$ cat config.mk
export PLATFORM = sky130hd
export DESIGN_NAME = tbc_round_sequencer
export DESIGN_NICKNAME = d
export VERILOG_FILES = /design/src/rtl/romulus_pkg.sv /design/src/rtl/skinny_rc_lfsr.sv /design/src/rtl/tbc_round_sequencer.sv
export SDC_FILE = /design/constraint.sdc
export NUM_CORES = 1
export LEC_CHECK = 0
export BUFFER_PORTS_ARGS = -buffer_cell sky130_fd_sc_hd__buf_4
export CORE_MARGIN = 2
export CORE_UTILIZATION = 40
export DETAILED_ROUTE_END_ITERATION = 16
export PLACE_DENSITY = 0.74
export SYNTH_ARGS = -nofsm -noshare
export SYNTH_HDL_FRONTEND = slang
export SYNTH_SLANG_ARGS = --single-unit
export TNS_END_PERCENT = 10
$ cat constraint.sdc
create_clock -name clk -period 1.47 [get_ports clk]
set_clock_uncertainty 0.05 [all_clocks]
set_input_delay 0.147 -clock clk [delete_from_list [all_inputs] [get_ports clk]]
set_output_delay 0.147 -clock clk [all_outputs]
set_load 0.005 [all_outputs]
$ cat src/rtl/romulus_pkg.sv
// Shared definitions for the Romulus SKINNY-128-384+ round sequencing logic:
// round count, round-constant width, sequencer state encoding and LFSR step.
package romulus_pkg;

    localparam int SKINNY_ROUNDS = 40;
    localparam int RC_WIDTH      = 6;

    typedef enum logic [1:0] {
        ST_IDLE    = 2'd0,
        ST_ROUND   = 2'd1,
        ST_CORRECT = 2'd2,
        ST_DONE    = 2'd3
    } seq_state_e;

    // One step of the 6-bit SKINNY round-constant LFSR.
    function automatic logic [RC_WIDTH-1:0] rc_step(input logic [RC_WIDTH-1:0] rc);
        return {rc[4:0], rc[5] ^ rc[4] ^ 1'b1};
    endfunction

endpackage

$ cat src/rtl/skinny_rc_lfsr.sv
// Combinational UNROLL-fold round-constant LFSR: emits the constants for one
// datapath cycle (first round in the top slice) and the state after them.
module skinny_rc_lfsr
    import romulus_pkg::*;
#(
    parameter int UNROLL = 2
) (
    input  logic [RC_WIDTH-1:0]        rc_i,
    output logic [RC_WIDTH*UNROLL-1:0] constant,
    output logic [RC_WIDTH-1:0]        rc_o
);

    logic [RC_WIDTH-1:0] chain [0:UNROLL];

    assign chain[0] = rc_i;

    generate
        for (genvar gi = 0; gi < UNROLL; gi++) begin : g_step
            assign chain[gi+1] = rc_step(chain[gi]);
            assign constant[RC_WIDTH*(UNROLL-gi)-1 -: RC_WIDTH] = chain[gi+1];
        end
    endgenerate

    assign rc_o = chain[UNROLL];

endmodule

$ cat src/rtl/tbc_round_sequencer.sv
// Cycle sequencer for one SKINNY-128-384+ TBC call: ROUNDS/UNROLL round cycles,
// one tweakey-correction cycle, then a one-cycle done pulse. Outputs are Moore.
module tbc_round_sequencer
    import romulus_pkg::*;
#(
    parameter int UNROLL = 2,
    parameter int ROUNDS = SKINNY_ROUNDS
) (
    input  logic                        clk,
    input  logic                        rst,
    input  logic                        start,
    input  logic                        inc_cnt,
    output logic                        ready,
    output logic                        done,
    output logic [RC_WIDTH*UNROLL-1:0]  constant,
    output logic                        sen,
    output logic                        senc,
    output logic                        xen,
    output logic                        xenc,
    output logic                        yen,
    output logic                        yenc,
    output logic                        zen,
    output logic                        zenc,
    output logic                        correct_cnt
);

    localparam int CW     = RC_WIDTH * UNROLL;
    localparam int N_CYC  = ROUNDS / UNROLL;
    localparam int RND_W  = (N_CYC > 1) ? $clog2(N_CYC) : 1;
    localparam logic [RND_W-1:0] RND_LAST = RND_W'(N_CYC - 1);

    generate
        if ((UNROLL < 1) || (ROUNDS % UNROLL != 0)) begin : g_bad_unroll
            $error("tbc_round_sequencer: ROUNDS must be a multiple of UNROLL");
        end
    endgenerate

    seq_state_e          state_q, state_d;
    logic [RC_WIDTH-1:0] rc_q, rc_d;
    logic [RND_W-1:0]    rnd_q, rnd_d;
    logic                inc_q, inc_d;

    logic [CW-1:0]       lfsr_constant;
    logic [RC_WIDTH-1:0] lfsr_rc_next;

    skinny_rc_lfsr #(
        .UNROLL (UNROLL)
    ) u_rc_lfsr (
        .rc_i     (rc_q),
        .constant (lfsr_constant),
        .rc_o     (lfsr_rc_next)
    );

    always_ff @(posedge clk or posedge rst) begin
        if (rst) begin
            state_q <= ST_IDLE;
            rc_q    <= '0;
            rnd_q   <= '0;
            inc_q   <= 1'b0;
        end else begin
            state_q <= state_d;
            rc_q    <= rc_d;
            rnd_q   <= rnd_d;
            inc_q   <= inc_d;
        end
    end

    always_comb begin
        state_d = state_q;
        rc_d    = rc_q;
        rnd_d   = rnd_q;
        inc_d   = inc_q;
        case (state_q)
            ST_IDLE: begin
                if (start) begin
                    state_d = ST_ROUND;
                    rc_d    = '0;
                    rnd_d   = '0;
                    inc_d   = inc_cnt;
                end
            end
            ST_ROUND: begin
                rc_d  = lfsr_rc_next;
                rnd_d = rnd_q + 1'b1;
                // Exact terminal compare; rnd is reloaded on the next start.
                if (rnd_q == RND_LAST) begin
                    state_d = ST_CORRECT;
                end
            end
            ST_CORRECT: state_d = ST_DONE;
            ST_DONE:    state_d = ST_IDLE;
            default:    state_d = ST_IDLE;
        endcase
    end

    always_comb begin
        ready       = 1'b0;
        done        = 1'b0;
        constant    = '0;
        sen         = 1'b0;
        senc        = 1'b0;
        xen         = 1'b0;
        xenc        = 1'b0;
        yen         = 1'b0;
        yenc        = 1'b0;
        zen         = 1'b0;
        zenc        = 1'b0;
        correct_cnt = 1'b0;
        case (state_q)
            ST_IDLE: ready = 1'b1;
            ST_ROUND: begin
                constant = lfsr_constant;
                sen      = 1'b1;
                senc     = 1'b1;
                xen      = 1'b1;
                xenc     = 1'b1;
                yen      = 1'b1;
                yenc     = 1'b1;
                zen      = 1'b1;
                zenc     = 1'b1;
            end
            // Tweakey schedule correction: registers load their own path, not the TBC path.
            ST_CORRECT: begin
                xen         = 1'b1;
                yen         = 1'b1;
                zen         = 1'b1;
                correct_cnt = inc_q;
            end
            ST_DONE: done = 1'b1;
            default: ;
        endcase
    end

endmodule

==> impl_metrics.csv, run 1 <==
group,metric,value,unit
status,outcome,"finished, violations left",
status,violations,"setup timing",
cells_and_area,antenna_cells,0,
timing,finalSetupViolCount,14,
setup_path,cp.arrival,1.31,ns
cells_and_area,fin_util,61.10,%
power,vdd_drop_max,0.001487,V
setup_path,cp_slowest_cell,"dfrtp_1",
clock_tree,cts_tree,"built",
synth,yosys.area.top_type,"dfrtp_1",
timing,fin_crit,1.508,ns
worst_hold_path,hold_path_startpoint,"inc_cnt",
timing,setup_tns,-0.3373,ns
placement,io_buffers,26,
placement,dp_hpwl,1216,µm
power,internal_power,1.783,mW
drt,drcViolationCount,0,
setup_path,rrSetupSlack,-0.01,ns
floorplanning,start_util,42.60,%
power,p_leak,0.5898,nW
synth,ys.flop_type,"dfrtp_1",
clock_tree,htree_levels,1,
worst_hold_path,hold_path.class,"in -> reg",
timing,fin_crit_sh,102.6,%
floorplanning,rows,16,
clock_tree,clk_latency,0.28,ns
timing,tightest_slew,0.5371,ns
drt,drt_wl_total,1672,µm
global_routing,grt_pass1_wl,3036,µm
cells_and_area,final_common_cell,"buf_4",
clock_tree,root_buffer,"clkbuf_4",
power,seq_power_share,25.3,%
global_routing,grt_max_degree,15,
setup_path,critPathLaunch,"state_q[0]",
cells_and_area,nNetsFinal,118,
drt,top_layer,"met4",
power,p_switching,1.047,mW
setup_path,crit_top_cell,"buf_6",
drt,wl_met3,94,µm
setup_path,worstPathMaxFanout,7,
drt,ant_nets,0,
floorplanning,die_h,49.71,µm
setup_path,slowest_delay,0.44,ns
setup_path,worstPathRequired,1.27,ns
floorplanning,die_w,49.71,µm
synth,avgSynthCellArea,10.45,µm²
clock_tree,clock_path_buffers,2,
synth,ys_seq_elements,14,
floorplanning,core-area,1962,µm²
clock_tree,clock_sinks,14,
power,swShare,36.98,%
timing,report.final.slew_viol_count,0,
setup_path,r2r-start,"state_q[0]",
drt,dr_wl_met2,843,µm
timing,setup_slack,-0.03810,ns
placement,gp_congestion,0.7820,
cells_and_area,syn_to_final_growth,43.41,%
synth,synth-async-reset-ratio,100.0,%
setup_path,crit_type,"reg -> out",
drt,drt_first_pass_iters,4,
timing,relSlewSlack,64.16,%
cells_and_area,final_cell_mix,"23 x buf_4, 14 x dfrtp_1, 12 x buf_6, 6 x and2_4, 6 x a22o_1",
clock_tree,clkTransAtPathRegs,0.08,ns
global_routing,overflow,0,
timing,hold_violations,0,
cells_and_area,drive_above_1_share,58.33,%
power,power_density,2361,nW/µm²
power,clkPwrFrac,9.8,%
setup_path,crit_chain,"ha_4, buf_6, and2_4, buf_6",
synth,yosysSeqAreaShare,41.92,%
synth,synth_top_area_share,41.92,%
synth,synth.area.top_cells,"dfrtp_1 42%, buf_4 9.9%, ha_1 7.5%, a22o_1 6.3%, and2_2 4.5%",
timing,max_freq,663.1,MHz
run,cap_viol_max_count,0,
synth,ys_types,25,
setup_path,cp-end-kind,"output pin",
synth,synthesis.nets,89,
synth,syn_area,835.8,µm²
floorplanning,dieArea,2471,µm²
drt,dr.first_iter.drc_count,6,
global_routing,grt_use_total,16.40,%
placement,place_ws,-0.002841,ns
synth,ys_warn_count,0,
drt,met1_length,707,µm
global_routing,antenna_found_initial,0,
synth,netlist_instances,80,
drt,num_vias,662,
drt,wl_per_cell,12.39,µm
clock_tree,cts_buffers,3,
timing,rsz0062_at_grt,"true",
floorplanning,ioPinCount,27,
global_routing,grt_pass1_vias,681,
synth,synth-edff-count,0,
drt,via_per_inst,4.904,
power,pwr-share-comb,64.9,%
setup_path,worstSetupStartpointType,"register",
==> kinds of logic after synthesis <==
kind of cell / after synthesis / share of synthesized area (%)
AOI/OAI and AO/OA: 13 / 13.32
xor gates and xnor gates: 2 / 2.096
adders and majority gates: 5 / 7.485
buffers and inverters: 16 / 12.27
DFF: 14 / 41.92
muxes: 4 / 5.239
and+or+nand+nor: 26 / 17.67
==> power by group through the flow <==
stage               Sequential [mW]  Clock (mW)  Combinational [mW]
finish                        0.715       0.279                1.84
global route                  0.741       0.304                2.03
CTS                           0.717       0.289                1.78
detailed placement            0.706           0                1.54
global placement              0.702           0                1.51
floorplan                     0.677           0                1.02
==> sequential cells by signal (all words and copies together), names as in the netlist <==
| name | count |
|---|---|
| inc_q | 1 |
| rnd_q | 5 |
| rc_q | 6 |
| state_q | 2 |
==> layer usage <==
metal  vias up  global-route usage (%)
met4         0                   8.333
li1        321                       -
met2        26                   27.11
met3         3                   3.636
met1       312                   19.92
met5         -                       0
==> final timing paths <==
| check | end | cells past startpoint |
|---|---|---|
| max | constant[10] | 4 |
| min | inc_q | 2 |
| min reg2reg | inc_q | 1 |
| min in group asynchronous | rc_q[1] | 3 |
| max in group asynchronous | rnd_q[0] | 3 |
| max reg2reg | rc_q[1] | 4 |
==> cell type report <==
type	instances	area, µm²
Clock buffer	4	36.28
Fill cell	174	763.2
Inverter	4	15.01
Multi-Input combinational cell	50	445.4
Sequential cell	14	350.3
Tap cell	27	33.78
Timing Repair Buffer	36	317.8
==> synth_stat cells, drive strengths merged, types with 3 or more instances <==
cell	instances
a22o	6
and2	6
buf	12
dfrtp	14
ha	5
inv	4
mux2	3
nand2	5
nand3	4
nor2	4
nor2b	3
==> metrics by stage <==
stage	instances	total power, mW	hold WS, ns	area [µm²]
floorplan	80	1.695	-0.01378	838.3
global placement	128	2.215	0.1715	1032
detailed placement	128	2.250	0.1765	1032
CTS	134	2.789	0.03335	1180
global route	135	3.074	0.03520	1199
finish	135	2.830	0.03735	1199
==> worst max-delay path, delay by kind of cell, from the launching register on <==
| family | cells | cell delay (ns) |
|---|---|---|
| buf+inv | 2 | 0.24 |
| fa+ha+maj | 1 | 0.20 |
| simple gates | 1 | 0.16 |
| flops | 1 | 0.44 |
==> repair_timing <==
action,in CTS,in global routing
hold buffers,1,0
pin swaps,6,0
buffers inserted,1,1
resized for setup,29,3
setup endpoints to repair,26,34
endpoints found under the hold margin,14,0
No activity file was read; power rests on OpenSTA's default activity.
==> run 2, diff against run 1 <==
CAP_MARGIN = 20   (was unset)
CTS_BUF_LIST = sky130_fd_sc_hd__clkbuf_8   (was unset)
==> impl_metrics.csv, run 2 (synthesized netlist as in run 1, its figures left out) <==
group,metric,value,unit
status,outcome,"finished, violations left",
status,violations,"setup timing",
timing,relSlewSlack,63.99,%
placement,dp_hpwl,1216,µm
cells_and_area,multi_input_area,471.7,µm²
global_routing,grt_pass1_vias,676,
power,p_leak,0.5991,nW
global_routing,met3_usage,3.939,%
timing,fin_crit,1.488,ns
placement,gp_congestion,0.7820,
cells_and_area,regMostFlops,"rc_q",
setup_path,crit_top_cell,"buf_6",
clock_tree,root_buffer,"clkbuf_8",
cells_and_area,drive_above_1_share,60.19,%
drt,dr.first_iter.drc_count,7,
global_routing,grt_pass1_wl,3008,µm
timing,setup_slack,-0.01816,ns
timing,hold_violations,0,
global_routing,grt.busiest_layer,"met2",
setup_path,crit_buf_inv,3,
cells_and_area,final_common_cell,"buf_4",
power,vdd_drop_max,0.001310,V
placement,io_buffers,26,
cells_and_area,syn_to_final_growth,46.56,%
cells_and_area,reg.largest.list,"rc_q x6, rnd_q x5, state_q x2",
cells_and_area,antenna_cells,0,
cells_and_area,n_fill_cell,160,
timing,tightest_slew,0.5395,ns
drt,drt_first_pass_iters,4,
drt,ant_nets,0,
timing,report.final.slew_viol_count,0,
floorplanning,die_h,49.71,µm
timing,worst_hold_slack,0.08367,ns
floorplanning,core-area,1962,µm²
setup_path,cp-end-kind,"output pin",
floorplanning,rows,16,
run,cap_viol_max_count,0,
worst_hold_path,hold_path.class,"in -> reg",
cells_and_area,largest_reg_flops,6,
global_routing,overflow,0,
global_routing,grt_max_degree,15,
setup_path,worstPathRequired,1.27,ns
drt,num_vias,676,
timing,fin_crit_sh,101.2,%
clock_tree,cts_buffers,3,
floorplanning,die_w,49.71,µm
global_routing,met1_usage,20.31,%
setup_path,critical_path.top_delay_family,"flip-flops",
clock_tree,htree_levels,1,
floorplanning,dieArea,2471,µm²
drt,drt_wl_total,1850,µm
clock_tree,clock_path_buffers,2,
cells_and_area,final_cell_mix,"29 x buf_4, 13 x dfrtp_1, 6 x a22o_1, 6 x buf_6",
cells_and_area,regArea,351.6,µm²
floorplanning,ioPinCount,27,
floorplanning,start_util,42.60,%
cells_and_area,nNetsFinal,118,
drt,via_per_inst,5.007,
drt,drcViolationCount,0,
power,power_density,2505,nW/µm²
timing,rsz0062_at_grt,"true",
setup_path,worstSetupStartpointType,"register",
global_routing,gr-usage-met2,25.33,%
setup_path,crit_type,"reg -> out",
power,total_power,3.068,mW
clock_tree,clock_sinks,14,
clock_tree,cts_tree,"built",
drt,wl_per_cell,13.70,µm
timing,finalSetupViolCount,8,
clock_tree,clkTransAtPathRegs,0.06,ns
timing,max_freq,672.0,MHz
clock_tree,clk_latency,0.24,ns
global_routing,grt_use_total,16.21,%
setup_path,slowest_delay,0.37,ns
setup_path,cp_slowest_cell,"dfrtp_1",
setup_path,cp.arrival,1.29,ns
setup_path,crit_chain,"inv_2, ha_4, buf_6, and2_2, buf_6",
setup_path,worstPathMaxFanout,7,
global_routing,antenna_found_initial,0,
==> run 2: changes by cell type in the layout (fill, tap and decap cells not counted), moves of 3 or more <==
cell and delta:
clkbuf_4 -3, buf_4 +6, buf_6 -6, clkbuf_8 +3
==> run 2: final timing paths <==
kind / start / to / slack [ns] / cells past startpoint
min: inc_cnt / inc_q / 0.08 / 2
max in group asynchronous: rst / state_q[0] / 0.52 / 3
min reg2reg: inc_q / inc_q / 0.47 / 1
max: state_q[1] / constant[11] / -0.02 / 5
max reg2reg: state_q[1] / rnd_q[0] / 0.02 / 6
min in group asynchronous: rst / rc_q[1] / 0.46 / 3
==> run 2: cell type report <==
type	count	area share, %
flip-flops and latches	14	28.70
well taps	27	2.758
multi-input cells	50	38.51
repair buffers	36	24.11
inverters	4	1.430
clock buffers	4	4.494
==> run 2: where the power goes <==
part | switching (mW) | internal [mW]
Sequential | 0.162 | 0.564
Clock | 0.135 | 0.237
Combinational | 0.826 | 1.14
Total | 1.12 | 1.95
==> run 2: what timing repair did <==
action	in CTS	in global routing
resized for setup	16	15
endpoints found under the hold margin	14	0
hold buffers	1	0
setup endpoints to repair	21	30
buffers inserted	1	1
pin swaps	1	3
==> run 2: layer usage <==
metal / up-vias / share of wire (%)
li1: 321 / -
met1: 320 / 42
met2: 33 / 50
met3: 2 / 6.5
met4: 0 / 1.1
met5: - / 0
==> run 2: metrics by stage <==
stage	setup slack [ns]	utilization (%)	TNS (ns)	area (µm²)	instances
floorplan	0.003446	-	0	838.3	80
global placement	0.03758	52.61	0	1032	128
detailed placement	-0.002841	52.61	-0.002841	1032	128
CTS	-0.01929	58.74	-0.02538	1152	134
global route	-0.07242	62.44	-0.8969	1225	135
finish	-0.01816	62.44	-0.05064	1225	135
